--- src/rtl/ttl_fetch_assembler_pkg.sv ---
// Shared definitions for the instruction-register fetch assembler.
package ttl_fetch_pkg;

  typedef enum logic [2:0] {
    ST_IDLE   = 3'd0,
    ST_REQ    = 3'd1,
    ST_GAP    = 3'd2,
    ST_SETUP  = 3'd3,
    ST_STROBE = 3'd4,
    ST_DONE   = 3'd5,
    ST_ERR    = 3'd6
  } state_t;

  // Cycles from the start sample to the done pulse with a zero-wait memory.
  function automatic int done_latency(input int bytes);
    return 2 * bytes + 2;
  endfunction

endpackage

--- src/rtl/ttl_fetch_assembler_if.sv ---
// Byte-wide memory read bus with a req/ack handshake.
interface ttl_fetch_assembler_if #(
  parameter int ADDR_WIDTH = 16
);
  logic [ADDR_WIDTH-1:0] mem_addr;
  logic                  mem_req;
  logic                  mem_ack;
  logic [7:0]            mem_data;

  modport master (output mem_addr, output mem_req, input mem_ack, input mem_data);
  modport slave  (input mem_addr, input mem_req, output mem_ack, output mem_data);
endinterface

--- src/rtl/ttl_fetch_assembler_timeout_ctr.sv ---
// Saturating count of consecutive no-ack request cycles; TIMEOUT=0 never expires.
module fetch_timeout_ctr #(
  parameter int TIMEOUT = 255
) (
  input  logic clk,
  input  logic rst,
  input  logic clr,
  input  logic inc,
  output logic expire
);
  localparam int CW = (TIMEOUT < 1) ? 1 : $clog2(TIMEOUT + 1);
  localparam logic [CW-1:0] LIMIT = CW'(TIMEOUT);

  logic [CW-1:0] cnt;

  always_ff @(posedge clk) begin
    if (rst || clr) begin
      cnt <= '0;
    end else if (inc && (cnt != LIMIT)) begin
      cnt <= cnt + 1'b1;
    end
  end

  assign expire = (TIMEOUT != 0) && (cnt == LIMIT);

endmodule

--- src/rtl/ttl_fetch_assembler.sv ---
// Fetches BYTES little-endian bytes over the memory bus and strobes them into
// a pair of '273-style octal registers with a single clean clock edge.
module ttl_fetch_assembler
  import ttl_fetch_pkg::*;
#(
  parameter int ADDR_WIDTH = 16,
  parameter int BYTES      = 2,
  parameter int TIMEOUT    = 255
) (
  input  logic                  clk,
  input  logic                  rst,
  input  logic                  start,
  input  logic [ADDR_WIDTH-1:0] base_addr,
  ttl_fetch_assembler_if.master mem,
  output logic [8*BYTES-1:0]    reg_d,
  output logic                  reg_clk,
  output logic                  reg_clr_n,
  output logic                  busy,
  output logic                  done,
  output logic                  timeout_err
);
  localparam int IW = (BYTES > 1) ? $clog2(BYTES) : 1;
  localparam logic [IW-1:0] LAST = IW'(BYTES - 1);

  state_t                state, state_n;
  logic [ADDR_WIDTH-1:0] addr_q;
  logic [IW-1:0]         idx;
  logic [8*BYTES-1:0]    buf_q, buf_n;
  logic                  ack_req, last_byte, expire;
  logic                  tmo_clr, tmo_inc;
  logic                  mem_req_c, busy_c, done_c;

  assign ack_req   = (state == ST_REQ) && mem.mem_ack;
  assign last_byte = (idx == LAST);
  assign tmo_clr   = (state != ST_REQ) || mem.mem_ack;
  assign tmo_inc   = (state == ST_REQ) && !mem.mem_ack;

  fetch_timeout_ctr #(.TIMEOUT(TIMEOUT)) u_tmo (
    .clk    (clk),
    .rst    (rst),
    .clr    (tmo_clr),
    .inc    (tmo_inc),
    .expire (expire)
  );

  // Buffer with the byte arriving this cycle merged in, so the word can be
  // presented on reg_d as SETUP is entered.
  always_comb begin
    buf_n = buf_q;
    if (ack_req) begin
      buf_n[{idx, 3'b000} +: 8] = mem.mem_data;
    end
  end

  always_ff @(posedge clk) begin
    if (rst) begin
      state <= ST_IDLE;
    end else begin
      state <= state_n;
    end
  end

  always_comb begin
    state_n   = state;
    mem_req_c = 1'b0;
    busy_c    = 1'b0;
    done_c    = 1'b0;
    case (state)
      ST_IDLE: begin
        if (start) state_n = ST_REQ;
      end
      ST_REQ: begin
        mem_req_c = 1'b1;
        busy_c    = 1'b1;
        // An ack on the expiring cycle still wins over the abort.
        if (mem.mem_ack) begin
          state_n = last_byte ? ST_SETUP : ST_GAP;
        end else if (expire) begin
          state_n = ST_ERR;
        end
      end
      ST_GAP: begin
        busy_c  = 1'b1;
        state_n = ST_REQ;
      end
      ST_SETUP: begin
        busy_c  = 1'b1;
        state_n = ST_STROBE;
      end
      ST_STROBE: begin
        busy_c  = 1'b1;
        state_n = ST_DONE;
      end
      ST_DONE: begin
        done_c  = 1'b1;
        state_n = ST_IDLE;
      end
      ST_ERR: begin
        state_n = ST_IDLE;
      end
      default: state_n = ST_IDLE;
    endcase
  end

  assign mem.mem_req  = mem_req_c;
  assign mem.mem_addr = addr_q;
  assign busy         = busy_c;
  assign done         = done_c;

  // reg_clk and reg_clr_n come straight from flops so the register pins
  // never see decode glitches.
  always_ff @(posedge clk) begin
    if (rst) begin
      addr_q      <= '0;
      idx         <= '0;
      buf_q       <= '0;
      reg_d       <= '0;
      reg_clk     <= 1'b0;
      reg_clr_n   <= 1'b0;
      timeout_err <= 1'b0;
    end else begin
      reg_clk   <= (state_n == ST_STROBE);
      reg_clr_n <= (state_n != ST_ERR);
      buf_q     <= buf_n;
      if ((state == ST_IDLE) && start) begin
        addr_q      <= base_addr;
        idx         <= '0;
        timeout_err <= 1'b0;
      end
      if (state == ST_GAP) begin
        addr_q <= addr_q + 1'b1;
        idx    <= idx + 1'b1;
      end
      if (ack_req && last_byte) begin
        reg_d <= buf_n;
      end
      if (state_n == ST_ERR) begin
        timeout_err <= 1'b1;
      end
    end
  end

endmodule

--- src/flat_wrapper.sv ---
// flat-port wrapper written by rule: the top's interface ports become plain ports
module ttl_fetch_assembler_flat import ttl_fetch_pkg::*;
#(
  parameter int ADDR_WIDTH = 16,
  parameter int BYTES      = 2,
  parameter int TIMEOUT    = 255
)
  (clk, rst, start, base_addr, reg_d, reg_clk, reg_clr_n, busy, done, timeout_err, mem_mem_addr, mem_mem_req, mem_mem_ack, mem_mem_data);
  ttl_fetch_assembler_if #(.ADDR_WIDTH(ADDR_WIDTH)) mem_i ();
  input  logic clk;
  input  logic rst;
  input  logic start;
  input  logic [ADDR_WIDTH-1:0] base_addr;
  output logic [8*BYTES-1:0] reg_d;
  output logic reg_clk;
  output logic reg_clr_n;
  output logic busy;
  output logic done;
  output logic timeout_err;
  output wire logic [$bits(mem_i.mem_addr)-1:0] mem_mem_addr;
  output wire logic [$bits(mem_i.mem_req)-1:0] mem_mem_req;
  input wire logic [$bits(mem_i.mem_ack)-1:0] mem_mem_ack;
  input wire logic [$bits(mem_i.mem_data)-1:0] mem_mem_data;
  assign mem_mem_addr = mem_i.mem_addr;
  assign mem_mem_req = mem_i.mem_req;
  assign mem_i.mem_ack = mem_mem_ack;
  assign mem_i.mem_data = mem_mem_data;
  ttl_fetch_assembler #(.ADDR_WIDTH(ADDR_WIDTH), .BYTES(BYTES), .TIMEOUT(TIMEOUT)) u_core (.clk(clk), .rst(rst), .start(start), .base_addr(base_addr), .mem(mem_i), .reg_d(reg_d), .reg_clk(reg_clk), .reg_clr_n(reg_clr_n), .busy(busy), .done(done), .timeout_err(timeout_err));
endmodule
--- config.mk ---
export PLATFORM = sky130hd
export DESIGN_NAME = ttl_fetch_assembler_flat
export DESIGN_NICKNAME = d
export VERILOG_FILES = /design/src/rtl/ttl_fetch_assembler_pkg.sv /design/src/rtl/ttl_fetch_assembler_if.sv /design/src/rtl/ttl_fetch_assembler_timeout_ctr.sv /design/src/rtl/ttl_fetch_assembler.sv /design/src/flat_wrapper.sv
export SDC_FILE = /design/constraint.sdc
export NUM_CORES = 1
export LEC_CHECK = 0
export CELL_PAD_IN_SITES_DETAIL_PLACEMENT = 1
export CELL_PAD_IN_SITES_GLOBAL_PLACEMENT = 1
export CORE_MARGIN = 3
export CORE_UTILIZATION = 39
export CTS_BUF_LIST = sky130_fd_sc_hd__clkbuf_4
export DETAILED_ROUTE_END_ITERATION = 7
export PLACE_DENSITY_LB_ADDON = 0.15
export REMOVE_ABC_BUFFERS = 1
export SLEW_MARGIN = 30
export SYNTH_ARGS = -nofsm -noshare
export SYNTH_HDL_FRONTEND = slang
export SYNTH_HIERARCHICAL = 1
export SYNTH_SLANG_ARGS = --single-unit
--- constraint.sdc ---
create_clock -name clk -period 5.67 [get_ports clk]
set_input_delay 1.134 -clock clk [delete_from_list [all_inputs] [get_ports clk]]
set_output_delay 1.134 -clock clk [all_outputs]
set_load 0.005 [all_outputs]
# After elaboration in Yosys (flattened, before gate mapping)

Index checks and enable logic that the tools add are counted.

Input port bits: 28
Output and inout port bits: 38
Word-level logic and storage cells: 53
Register bits: 63

Shifts and indexed selects: 2
Equality and inequality tests: 11
Reductions and logical operators: 12
$add $sub $neg: 4
Muxes and demuxes: 15

Operator list:

| kind                                                                   | number |
|---|---|
| 16-bit two-way mux                                                     | 3 |
| 16-bit by 1-bit adder with 16-bit output, second input constant        | 1 |
| 16-bit bitwise mux                                                     | 1 |
| 8-bit by 6-bit variable shift with 16-bit output, first input constant | 1 |
| 8-bit by 6-bit indexed part select with 16-bit output                  | 1 |
| 3-bit case mux with 5 select lines                                     | 1 |
| 3-bit equality test, second input constant                             | 4 |
| 3-bit two-way mux                                                      | 3 |
| 8-bit by 1-bit adder with 8-bit output, second input constant          | 1 |
| 8-bit equality test, second input constant                             | 1 |
| 8-bit != test, second input constant                                   | 1 |
| 1-bit two-way mux                                                      | 7 |
| 3-bit by 2-bit equality test with 1-bit output, second input constant  | 2 |
| 4-bit negator with 6-bit output                                        | 1 |
| 1-bit logical AND                                                      | 5 |
| 2-bit nonzero test                                                     | 2 |
| 4-bit OR reduction                                                     | 1 |
| 3-bit by 1-bit equality test with 1-bit output, second input constant  | 1 |
| 3-bit logical NOT                                                      | 1 |
| 3-bit by 1-bit != test with 1-bit output, second input constant        | 1 |
| 3-bit != test, second input constant                                   | 1 |
| 1-bit logical OR                                                       | 2 |
| 1-bit adder, second input constant                                     | 1 |
| 1-bit logical NOT                                                      | 1 |

# Depth between registers and ports, before layout

Gate-level depths: netlist of run 1.

Depth in word-level cells: 6
Mapped depth: 8

# Hierarchy

Netlist of run 1, hierarchy kept.

By module, submodules not included:

| module              | times used | cells each | area an instance (um2) |
|---|---|---|---|
| ttl_fetch_assembler | 1          | 249        | 2065.7 |
| fetch_timeout_ctr   | 1          | 49         | 425.4 |

# Least setup slack after synthesis of run 1

No wires, ideal clock.

Path type: in2reg
Start point: input start
End point: register u_core.addr_q[2] (netlist: u_core/mem.mem_addr[2])
Data arrival time: 2.211 ns
Library setup time: 0.070 ns
Cell stages on the path: 5
Buffers on the path: 1
Path slack: 3.389 ns
Path through: or4b_2 clkbuf_1 nand2_1 o21ai_0 a21oi_1

Longest elaborated chain between the ends: 2

Ends and longest elaborated chain:

| item                         | line                       | source |
|---|---|---|
| start, declared              | flat_wrapper.sv:12         | `input logic start;` |
| 1-bit logical AND            | ttl_fetch_assembler.sv:125 | `if ((state == ST_IDLE) && start) begin` |
| 2-bit nonzero test (no line) | n/a                        |  |
| end signal, assigned         | ttl_fetch_assembler.sv:126 | `addr_q <= base_addr;` |
| end signal, assigned         | ttl_fetch_assembler.sv:131 | `addr_q <= addr_q + 1'b1;` |
| end, declared                | ttl_fetch_assembler.sv:26  | `logic [ADDR_WIDTH-1:0] addr_q;` |

No other way between the ends.
A chain may end at the register's enable or synchronous reset.

# Final worst setup path of run 1

Start point: register u_core.state[0]
End point: output mem_mem_req

Longest elaborated chain between the ends: 2

Ends and longest elaborated chain:

| item                                           | line                      | source |
|---|---|---|
| start, declared                                | ttl_fetch_assembler.sv:25 | `state_t state, state_n;` |
| start signal, assigned                         | ttl_fetch_assembler.sv:59 | `state <= state_n;` |
| 3-bit by 1-bit equality test with 1-bit output | ttl_fetch_assembler.sv:68 | `case (state)` |
| 1-bit two-way mux                              | ttl_fetch_assembler.sv:68 |  |
| end, declared                                  | flat_wrapper.sv:21        | `output wire logic [$bits(mem_i.mem_req)-1:0] mem_mem_req;` |

No other way between the ends.

==> flow_summary.ini, run 1 <==
[power]
net-switching-power_mw = 0.183
seqPwrFrac = 0.569
power_per_cell_area_nw_per_um2 = 227
power.combinational.fraction = 0.139
power_report.internal_total_mw = 0.552
sw_frac = 0.249
power.share.clock = 0.291
p_leak_nw = 1.12
vdd_ir_drop_max_v = 0.000113

[synth]
synth_cells = 298
seq_area_frac_synth = 0.442
synth.lib_cells_used.distinct = 51
edff_count_synth = 0
dominantRegCellSynth = sky130_fd_sc_hd__dfxtp_1
yosysTopAreaCell = sky130_fd_sc_hd__dfxtp_1
syn-mean-instance-area_um2 = 8.36
cell_area_after_technology_mapping_um2 = 2490
synthDominantCellAreaShare = 0.442
synth_area_leaders = sky130_fd_sc_hd__dfxtp_1, sky130_fd_sc_hd__nand2_1, sky130_fd_sc_hd__a21oi_1
ys_async_sr_fraction = 0
synth.yosys.warnings = 6
flops_latches_synth = 55

[final_layout]
seq_area_um2 = 1100
final_core_utilization = 0.534
total_area_of_multi_input_combinational_cells_um2 = 1270
n_antenna_cell = 0
drive_above_1_share = 0.0480
fill_cells = 739
area.growth.synth_to_final_pct = 30.0
layout_net_count = 384

[placed_design]
hpwl_mm = 4.94
placement.setup.worst_slack_ps = 2610
rd_place_congestion = 0.804
portBuffers = 65

[die]
core_region_area_um2 = 6060
floorplan.rows = 28
die-area_um2 = 7380
fp.dieW_um = 85.9
die-height_um = 85.9
floorplan.initialDensity = 0.411
ioPinCount = 66

[global_routing]
grt_overflow_total = 0
grt_use_total = 0.194
grt_pass1_wl_mm = 11.8
grt_max_degree = 53
initial_antenna_violation_count = 0
grt_pass1_vias = 2450

[timing]
fmax_achieved_mhz = 318
headroom_to_the_max_slew_limit = 0.505
max_slew.worst_pin.slew_ps = 740
setup-tns-final_ps = 0
slew_viol_final = 0
final_min_period_over_clock_period = 0.555
rsz0062_at_grt = false
hold_viol = 0
setup-violations-final = 0
post-route-min-period_ps = 3150
skew_ps = 19.2
finalWorstSetupSlack_ps = 2520

[setup_path]
crit_fanout = 9
regToRegStartpoint = u_core/state[0]
critical_path.startpoint_type = register
setup.reg_to_reg.worst_slack_ps = 3170
cp.arrival_ps = 2010
timing_worst_setup_path_type = register to output port
worstReg2RegEnd = u_core/u_tmo/cnt[4]
cp_cell_sequence = nor3b_1, clkdlybuf4s50_1
cp.required_ps = 4540
r2r_cells = 6
critPathCaptureType = output port
slowest_delay_ps = 610
cpMaxStageDelayCell = sky130_fd_sc_hd__clkdlybuf4s50_1

[detailed_routing]
drtAntennaViolNets = 0
drt_pass1_iterations = 4
drt_first_iter_violations = 95
drc_errors = 0
detail_route.wirelength_mm = 7.10
post_drt_via_cell_ratio = 5.66
drt-wirelength-per-cell_um = 16.5
routed_vias = 2426

[job]
max_cap_violations = 0

[clock_network]
cts-htree-levels = 2
cts_buffers = 5
cts_resized = 0
cts_hold_buf = 0
postCtsSetupBuffers = 0
clock_tree.root_cell = sky130_fd_sc_hd__clkbuf_4
clk_latency_ps = 370
cts.reportedPaths.clkPinSlew_ps = 150
clock_sinks = 55
clock_tree_from_tritoncts = yes
number_of_buffers_on_the_longest_clock_path = 2

[min_path]
hold_path.class = register to register
hold-path-cell-count = 2
worst_hold_startpoint = u_core/reg_d[3]
holdPathEnd = u_core/reg_d[3]

[outcome]
run_status = finished clean
[cells in the final DEF (no fill, tap or decap), types with 2 or more instances in the layout]
cell,n
sky130_fd_sc_hd__and3_1,7
sky130_fd_sc_hd__dfxtp_1,55
sky130_fd_sc_hd__mux2i_1,12
sky130_fd_sc_hd__a21oi_1,27
sky130_fd_sc_hd__clkdlybuf4s50_1,64
sky130_fd_sc_hd__a2bb2oi_1,2
sky130_fd_sc_hd__or3_1,5
sky130_fd_sc_hd__o211ai_1,4
sky130_fd_sc_hd__nor2b_1,3
sky130_fd_sc_hd__nor2_1,24
sky130_fd_sc_hd__or4b_2,2
sky130_fd_sc_hd__nor3_1,2
sky130_fd_sc_hd__ha_1,2
sky130_fd_sc_hd__nor3b_1,3
sky130_fd_sc_hd__inv_1,8
sky130_fd_sc_hd__nand4_1,8
sky130_fd_sc_hd__or4_1,4
sky130_fd_sc_hd__a311oi_1,2
sky130_fd_sc_hd__a22oi_1,5
sky130_fd_sc_hd__nand2_1,53
sky130_fd_sc_hd__nand3_1,6
sky130_fd_sc_hd__clkbuf_4,6
sky130_fd_sc_hd__and4_1,2
sky130_fd_sc_hd__o21ai_0,8
sky130_fd_sc_hd__a31oi_1,11
sky130_fd_sc_hd__a2111oi_0,3
sky130_fd_sc_hd__buf_4,3
[power groups by stage]
stage	Sequential, mW	Combinational (mW)	Clock, mW
6_report	0.418	0.102	0.214
5_1_grt	0.421	0.113	0.236
4_1_cts	0.418	0.103	0.220
3_5_place_dp	0.426	0.102	0
3_3_place_gp	0.426	0.100	0
2_1_floorplan	0.422	0.0407	0
[cells by family after synthesis]
group           share of synthesized area
compound gates                      0.192
simple gates                        0.258
mux                                0.0482
buf+inv                            0.0462
fa+ha+maj                          0.0100
xor+xnor                          0.00352
flops                               0.442
[per-layer routing]
metal | track usage | up-vias | routed length, um
met5 | 0 | - | 0
met4 | 0.0590 | 0 | 97
met3 | 0.0327 | 9 | 237
met2 | 0.333 | 48 | 3510
met1 | 0.248 | 1175 | 3260
li1 | - | 1194 | -
[state kept, by name, indices dropped and copies added, names as in the netlist]
register	flops
u_core/reg_clr_n	1
u_core/u_tmo/cnt	8
u_core/state	3
u_core/reg_d	16
u_core/idx	1
u_core/mem.mem_addr	16
u_core/reg_clk	1
u_core/timeout_err	1
u_core/buf_q	8
[critical path: cells and delay by family, from the launching register on]
| family | cells | cell delay (ps) |
|---|---|---|
| and+or+nand+nor | 1 | 520 |
| DFF | 1 | 520 |
| buffers and inverters | 1 | 610 |
[cells in the mapped netlist, types with 2 or more instances]
cell type	n
sky130_fd_sc_hd__mux2i_1	12
sky130_fd_sc_hd__buf_4	2
sky130_fd_sc_hd__nor2b_1	3
sky130_fd_sc_hd__a31oi_1	11
sky130_fd_sc_hd__and4_1	2
sky130_fd_sc_hd__o211ai_1	4
sky130_fd_sc_hd__inv_1	8
sky130_fd_sc_hd__dfxtp_1	55
sky130_fd_sc_hd__nand4_1	8
sky130_fd_sc_hd__a311oi_1	2
sky130_fd_sc_hd__a22oi_1	5
sky130_fd_sc_hd__a2bb2oi_1	2
sky130_fd_sc_hd__nand3_1	6
sky130_fd_sc_hd__a2111oi_0	3
sky130_fd_sc_hd__nor3b_1	3
sky130_fd_sc_hd__nand2_1	53
sky130_fd_sc_hd__clkbuf_1	12
sky130_fd_sc_hd__nor3_1	2
sky130_fd_sc_hd__o21ai_0	8
sky130_fd_sc_hd__or4b_2	2
sky130_fd_sc_hd__or3_1	5
sky130_fd_sc_hd__or4_1	4
sky130_fd_sc_hd__nor2_1	24
sky130_fd_sc_hd__ha_1	2
sky130_fd_sc_hd__and3_1	7
sky130_fd_sc_hd__buf_2	2
sky130_fd_sc_hd__a21oi_1	27
[worst max path at each step]
stage,start,endpoint,slack (ps),cells past startpoint
2_1_floorplan,start,u_core/mem.mem_addr[0],3140,4
3_3_place_gp,mem_mem_ack,u_core/u_tmo/cnt[4],2670,6
3_5_place_dp,mem_mem_ack,u_core/u_tmo/cnt[4],2610,6
4_1_cts,u_core/state[0],mem_mem_req,2510,2
5_1_grt,u_core/state[0],mem_mem_req,2360,2
6_report,u_core/state[0],mem_mem_req,2520,2
[area by class of cell]
type | count | area share
clock inverter | 1 | 0.00927
tap | 75 | 0.0290
timing repair buffer | 67 | 0.205
multi-input combinational | 217 | 0.394
inverter | 8 | 0.00927
sequential | 55 | 0.340
clock buffer | 6 | 0.0139
[through the flow]
stage	total power [mW]	hold WS [ps]	std cells	cell area, um2
4_1_cts	0.741	465	429	3240
3_5_place_dp	0.529	446	422	3160
2_1_floorplan	0.463	425	280	2410
6_report	0.735	461	429	3240
3_3_place_gp	0.526	437	422	3160
5_1_grt	0.770	481	429	3240
Power figures use the tool's default switching activity.
==> run 2, diff against run 1 <==
--- a/config.mk
+++ b/config.mk
@@ -8,7 +8,7 @@
 export CELL_PAD_IN_SITES_DETAIL_PLACEMENT = 1
 export CELL_PAD_IN_SITES_GLOBAL_PLACEMENT = 1
 export CORE_MARGIN = 3
-export CORE_UTILIZATION = 39
+export CORE_UTILIZATION = 36
 export CTS_BUF_LIST = sky130_fd_sc_hd__clkbuf_4
 export DETAILED_ROUTE_END_ITERATION = 7
 export PLACE_DENSITY_LB_ADDON = 0.15
==> constraint.sdc (replaced) <==
create_clock -name clk -period 2.94 [get_ports clk]
set_input_delay 0.588 -clock clk [delete_from_list [all_inputs] [get_ports clk]]
set_output_delay 0.588 -clock clk [all_outputs]
set_load 0.005 [all_outputs]
==> flow_summary.ini, run 2 (same netlist as run 1, synthesis figures left out) <==
[clock_network]
clk_latency_ps = 370
clock_tree.root_cell = sky130_fd_sc_hd__clkbuf_4
clock_sinks = 55
postCtsSetupBuffers = 0
cts_buffers = 5
number_of_buffers_on_the_longest_clock_path = 2
cts_hold_buf = 0
clock_tree_from_tritoncts = yes
cts.reportedPaths.clkPinSlew_ps = 150
cts-htree-levels = 2
cts_resized = 0

[setup_path]
cp.required_ps = 2350
setup.reg_to_reg.worst_slack_ps = 420
cpMaxStageDelayCell = sky130_fd_sc_hd__clkdlybuf4s50_1
r2r_cells = 6
worstReg2RegEnd = u_core/u_tmo/cnt[4]
cp.arrival_ps = 2010
critPathCaptureType = output port
crit_fanout = 9
slowest_delay_ps = 610
regToRegStartpoint = u_core/state[0]
timing_worst_setup_path_type = register to output port
critical_path.startpoint_type = register
cp_cell_sequence = nor3b_1, clkdlybuf4s50_1

[job]
max_cap_violations = 0

[global_routing]
grt_pass1_vias = 2444
grt_use_total = 0.183
grt_overflow_total = 0
initial_antenna_violation_count = 0
grt_max_degree = 32
grt_pass1_wl_mm = 11.6

[detailed_routing]
post_drt_via_cell_ratio = 5.59
routed_vias = 2428
detail_route.wirelength_mm = 7.05
drc_errors = 0
drt-wirelength-per-cell_um = 16.2
drtAntennaViolNets = 0
drt_pass1_iterations = 5
drt_first_iter_violations = 127

[timing]
setup-violations-final = 0
skew_ps = 8.42
max_slew.worst_pin.slew_ps = 676
setup-tns-final_ps = 0
final_min_period_over_clock_period = 0.883
fmax_achieved_mhz = 385
headroom_to_the_max_slew_limit = 0.548
post-route-min-period_ps = 2590
rsz0062_at_grt = false
slew_viol_final = 0
hold_viol = 0

[die]
floorplan.rows = 29
ioPinCount = 66
floorplan.initialDensity = 0.381
fp.dieW_um = 89.2
die-area_um2 = 7950
die-height_um = 89.2
core_region_area_um2 = 6530

[outcome]
run_status = finished clean

[placed_design]
portBuffers = 65
rd_place_congestion = 0.868
hpwl_mm = 5.10
placed_cell_area_um2 = 3180

[final_layout]
final_cell_area_um2 = 3240
final_common_cell = sky130_fd_sc_hd__clkdlybuf4s50_1
layout.cells.most_common_list = sky130_fd_sc_hd__clkdlybuf4s50_1, sky130_fd_sc_hd__dfxtp_1, sky130_fd_sc_hd__nand2_1
total_area_of_multi_input_combinational_cells_um2 = 1270
area.growth.synth_to_final_pct = 29.9
layout_net_count = 386
drive_above_1_share = 0.0560
n_antenna_cell = 0
seq_area_um2 = 1100
fill_cells = 783
final_core_utilization = 0.495

[power]
p_leak_nw = 1.12
power_per_cell_area_nw_per_um2 = 414
vdd_ir_drop_max_v = 0.000214

[min_path]
worst_hold_startpoint = u_core/reg_d[2]
holdPathEnd = u_core/reg_d[2]
hold-path-cell-count = 2
hold_path.class = register to register
## run 2: cell types whose count changed in the layout (fill, tap and decap cells not counted), sizes merged
cell      previous run  this run
clkinvlp             0         1
clkinv               0         1
bufinv               1         0
buf                  3         5
## run 2: how the worst max path moves through the flow
stage,from,slack (ps),depth (start not counted),end
finish,u_core/state[0],350,2,mem_mem_req
global route,u_core/state[0],60,6,u_core/u_tmo/cnt[4]
CTS,u_core/state[0],320,2,mem_mem_req
detailed placement,mem_mem_ack,410,6,u_core/u_tmo/cnt[4]
global placement,mem_mem_ack,540,5,u_core/u_tmo/cnt[6]
floorplan,u_core/state[0],850,5,u_core/u_tmo/cnt[6]
## run 2: power breakdown
part | leakage, nW | internal [mW] | switching, mW
Sequential | 0.447 | 0.772 | 0.0354
Combinational | 0.643 | 0.109 | 0.0880
Clock | 0.0317 | 0.102 | 0.233
Total | 1.12 | 0.982 | 0.356
## run 2: critical path, delay by kind of cell (launching register included)
family | cells | cell delay (ps)
buf+inv | 1 | 610
flops | 1 | 530
simple gates | 1 | 510
## run 2: per-layer routing
| layer | up-vias | track usage | wire, um | part of all wire |
|---|---|---|---|---|
| met3 | 7 | 0.0415 | 277 | 0.039 |
| met4 | 0 | 0.0514 | 82 | 0.012 |
| met2 | 53 | 0.307 | 3360 | 0.48 |
| met5 | - | 0 | 0 | 0 |
| li1 | 1199 | - | - | - |
| met1 | 1169 | 0.236 | 3330 | 0.47 |
## run 2: final cells by class
type | count | share of cell area
sequential | 55 | 0.340
tap | 77 | 0.0298
inverter | 8 | 0.00928
timing repair buffer | 69 | 0.209
multi-input combinational | 217 | 0.394
clock inverter | 2 | 0.00387
clock buffer | 6 | 0.0139
## run 2: stage by stage
stage	std cells	hold slack (ps)	total power, mW	setup slack, ps
final	434	465	1.34	345
after detailed placement	426	448	1.02	409
after global routing	434	485	1.41	64.7
after floorplan	280	425	0.893	850
after CTS	434	470	1.36	325
after global placement	426	439	1.02	537
==> run 3, diff against run 2 <==
--- a/config.mk
+++ b/config.mk
@@ -10,6 +10,7 @@
 export CORE_MARGIN = 3
 export CORE_UTILIZATION = 36
 export CTS_BUF_LIST = sky130_fd_sc_hd__clkbuf_4
+export CTS_CLUSTER_SIZE = 16
 export DETAILED_ROUTE_END_ITERATION = 7
 export PLACE_DENSITY_LB_ADDON = 0.15
 export REMOVE_ABC_BUFFERS = 1
==> results of run 3 <==
No change in the layout: final DEF, timing and power equal those of run 2.
==> RTL edit: new RTL, config.mk and constraints of run 1 <==
Re-encode `state_t` (7 states) as one-hot, 7 bits wide.
--- a/src/rtl/ttl_fetch_assembler_pkg.sv
+++ b/src/rtl/ttl_fetch_assembler_pkg.sv
@@ -1,14 +1,14 @@
 // Shared definitions for the instruction-register fetch assembler.
 package ttl_fetch_pkg;
 
-  typedef enum logic [2:0] {
-    ST_IDLE   = 3'd0,
-    ST_REQ    = 3'd1,
-    ST_GAP    = 3'd2,
-    ST_SETUP  = 3'd3,
-    ST_STROBE = 3'd4,
-    ST_DONE   = 3'd5,
-    ST_ERR    = 3'd6
+  typedef enum logic [6:0] {
+    ST_IDLE   = 7'b0000001,
+    ST_REQ    = 7'b0000010,
+    ST_GAP    = 7'b0000100,
+    ST_SETUP  = 7'b0001000,
+    ST_STROBE = 7'b0010000,
+    ST_DONE   = 7'b0100000,
+    ST_ERR    = 7'b1000000
   } state_t;
 
   // Cycles from the start sample to the done pulse with a zero-wait memory.
Behaviour: no difference found for any inputs over 10 cycles, from zero or initial values and one cycle with rst high; not proved beyond that.
==> RTL edit against run 1 <==
  * Setup slack lost 340 ps
  * Fmax is 9.8% lower
  * Sequential cell count is 4 higher
  * Sequential share of layout area shrank 0.11 points
  * Total power increased by 19%
  * Register-to-register slack worse by 150 ps
  * Highest routed layer unchanged
  * Routed wire length rose by 5.1%
  * Design area grew 7.6%
  * Synthesized area is 6.4% higher
  * Non-clock buffer count unchanged
==> RTL edit: results (changes against run 1) <==
Clock network
  • H-tree Lvls: 3 (+1)
  • Clk_lat worst skew: 400 ps (+30 ps)
  • Clock transition at the registers of the reported paths: 110 ps (-40 ps)
  • CTS buffer count: 9 (+4)

Timing
  • Clock Skew: 8.383 ps (-10.85 ps)

Final layout
  • NumNets Final: 413 (+7.6%)
  • Share of cells above drive strength 1: 0.07732 (+0.02930)

Route
  • Met1 Routed Length: 3.398 mm (+4.3%)
  • Vias: 2562 (+5.6%)
  • DR iter-0 viols: 86 (-9.5%)
  • WL final: 7.460 mm (+5.1%)
  • WL met2: 3.608 mm (+2.9%)

Global route
  • All-Layer GR Usage: 0.2027 (+0.008658)
  • GRT met1 Usage: 0.2584 (+0.01048)
  • Met2 usage: 0.3311 (-0.001799)
  • First-pass GRT wire length: 12.45 mm (+5.9%)
  • Largest net degree at the start of global routing: 57 (+7.5%)
  • Met3 Usage GRT: 0.06704 (+0.03438)

Logic synthesis
  • Top post-synthesis cells by area: dfxtp_1 (45%), nand2_1 (7.9%), a21oi_1 (5.3%), nor2_1 (4.4%), mux2i_1 (4.2%)
  • Synth Area in Compound Gates: 0.1771 (-0.01481)
  • Synth Area in XOR/XNOR: 0.006610 (+0.003094)
  • Commonest cells in the netlist: dfxtp_1 (59), nand2_1 (56), nor2_1 (31)
  • Post-Synth Adder-Cell Area: 0.009443 (-0.0006023)
  • Seq/Total Area, Yosys: 0.4457 (+0.003715)
  • Gate Count Post-Synth: 324 (+8.7%)
  • Post-synthesis mux area share: 0.04155 (-0.006668)

Setup path
  • Largest delay share family, worst path: simple AND/OR/NAND/NOR gates
  • Worst path slowest cell: or4_4

Pwr
  • Static Leak: 0.001166 µW (+3.7%)

Place
  • Final GP Congestion: 0.7682 (-4.4%)
  • HPWL Detailed: 5.197 mm (+5.3%)
  • Inst Count DP: 449 (+6.4%)

Run status
  • Status: complete, no violations
[RTL edit: cell count changes after synthesis, moves of 4 or more]
cell and change:
nor4_1 +8, nor2_1 +7, dfxtp_1 +4, o21ai_0 +5
[RTL edit: final timing paths]
kind,endpoint,slack (ps),start,cells after the start
worst max-delay path,mem_mem_req,2180,u_core/state[4],4
worst min-delay path,u_core/reg_d[5],460,u_core/buf_q[5],2
worst max register to register,u_core/u_tmo/cnt[4],3020,u_core/state[4],7
worst min register to register,u_core/reg_d[5],460,u_core/buf_q[5],2
[RTL edit: report_power, final]
| part | leakage [µW] | internal [µW] | switching, µW |
|---|---|---|---|
| clock network | 0.0000827 | 181 | 167 |
| logic | 0.000605 | 46.2 | 38.5 |
| registers | 0.000478 | 425 | 14.5 |
[RTL edit: cell type report]
cell class,instances,area (µm²)
timing repair buffer,67,660.6
multi-input combinational,236,1340
sequential,59,1181
inverter,10,37.54
tap,77,96.34
fill,792,2974
clock inverter,7,101.3
clock buffer,9,67.56
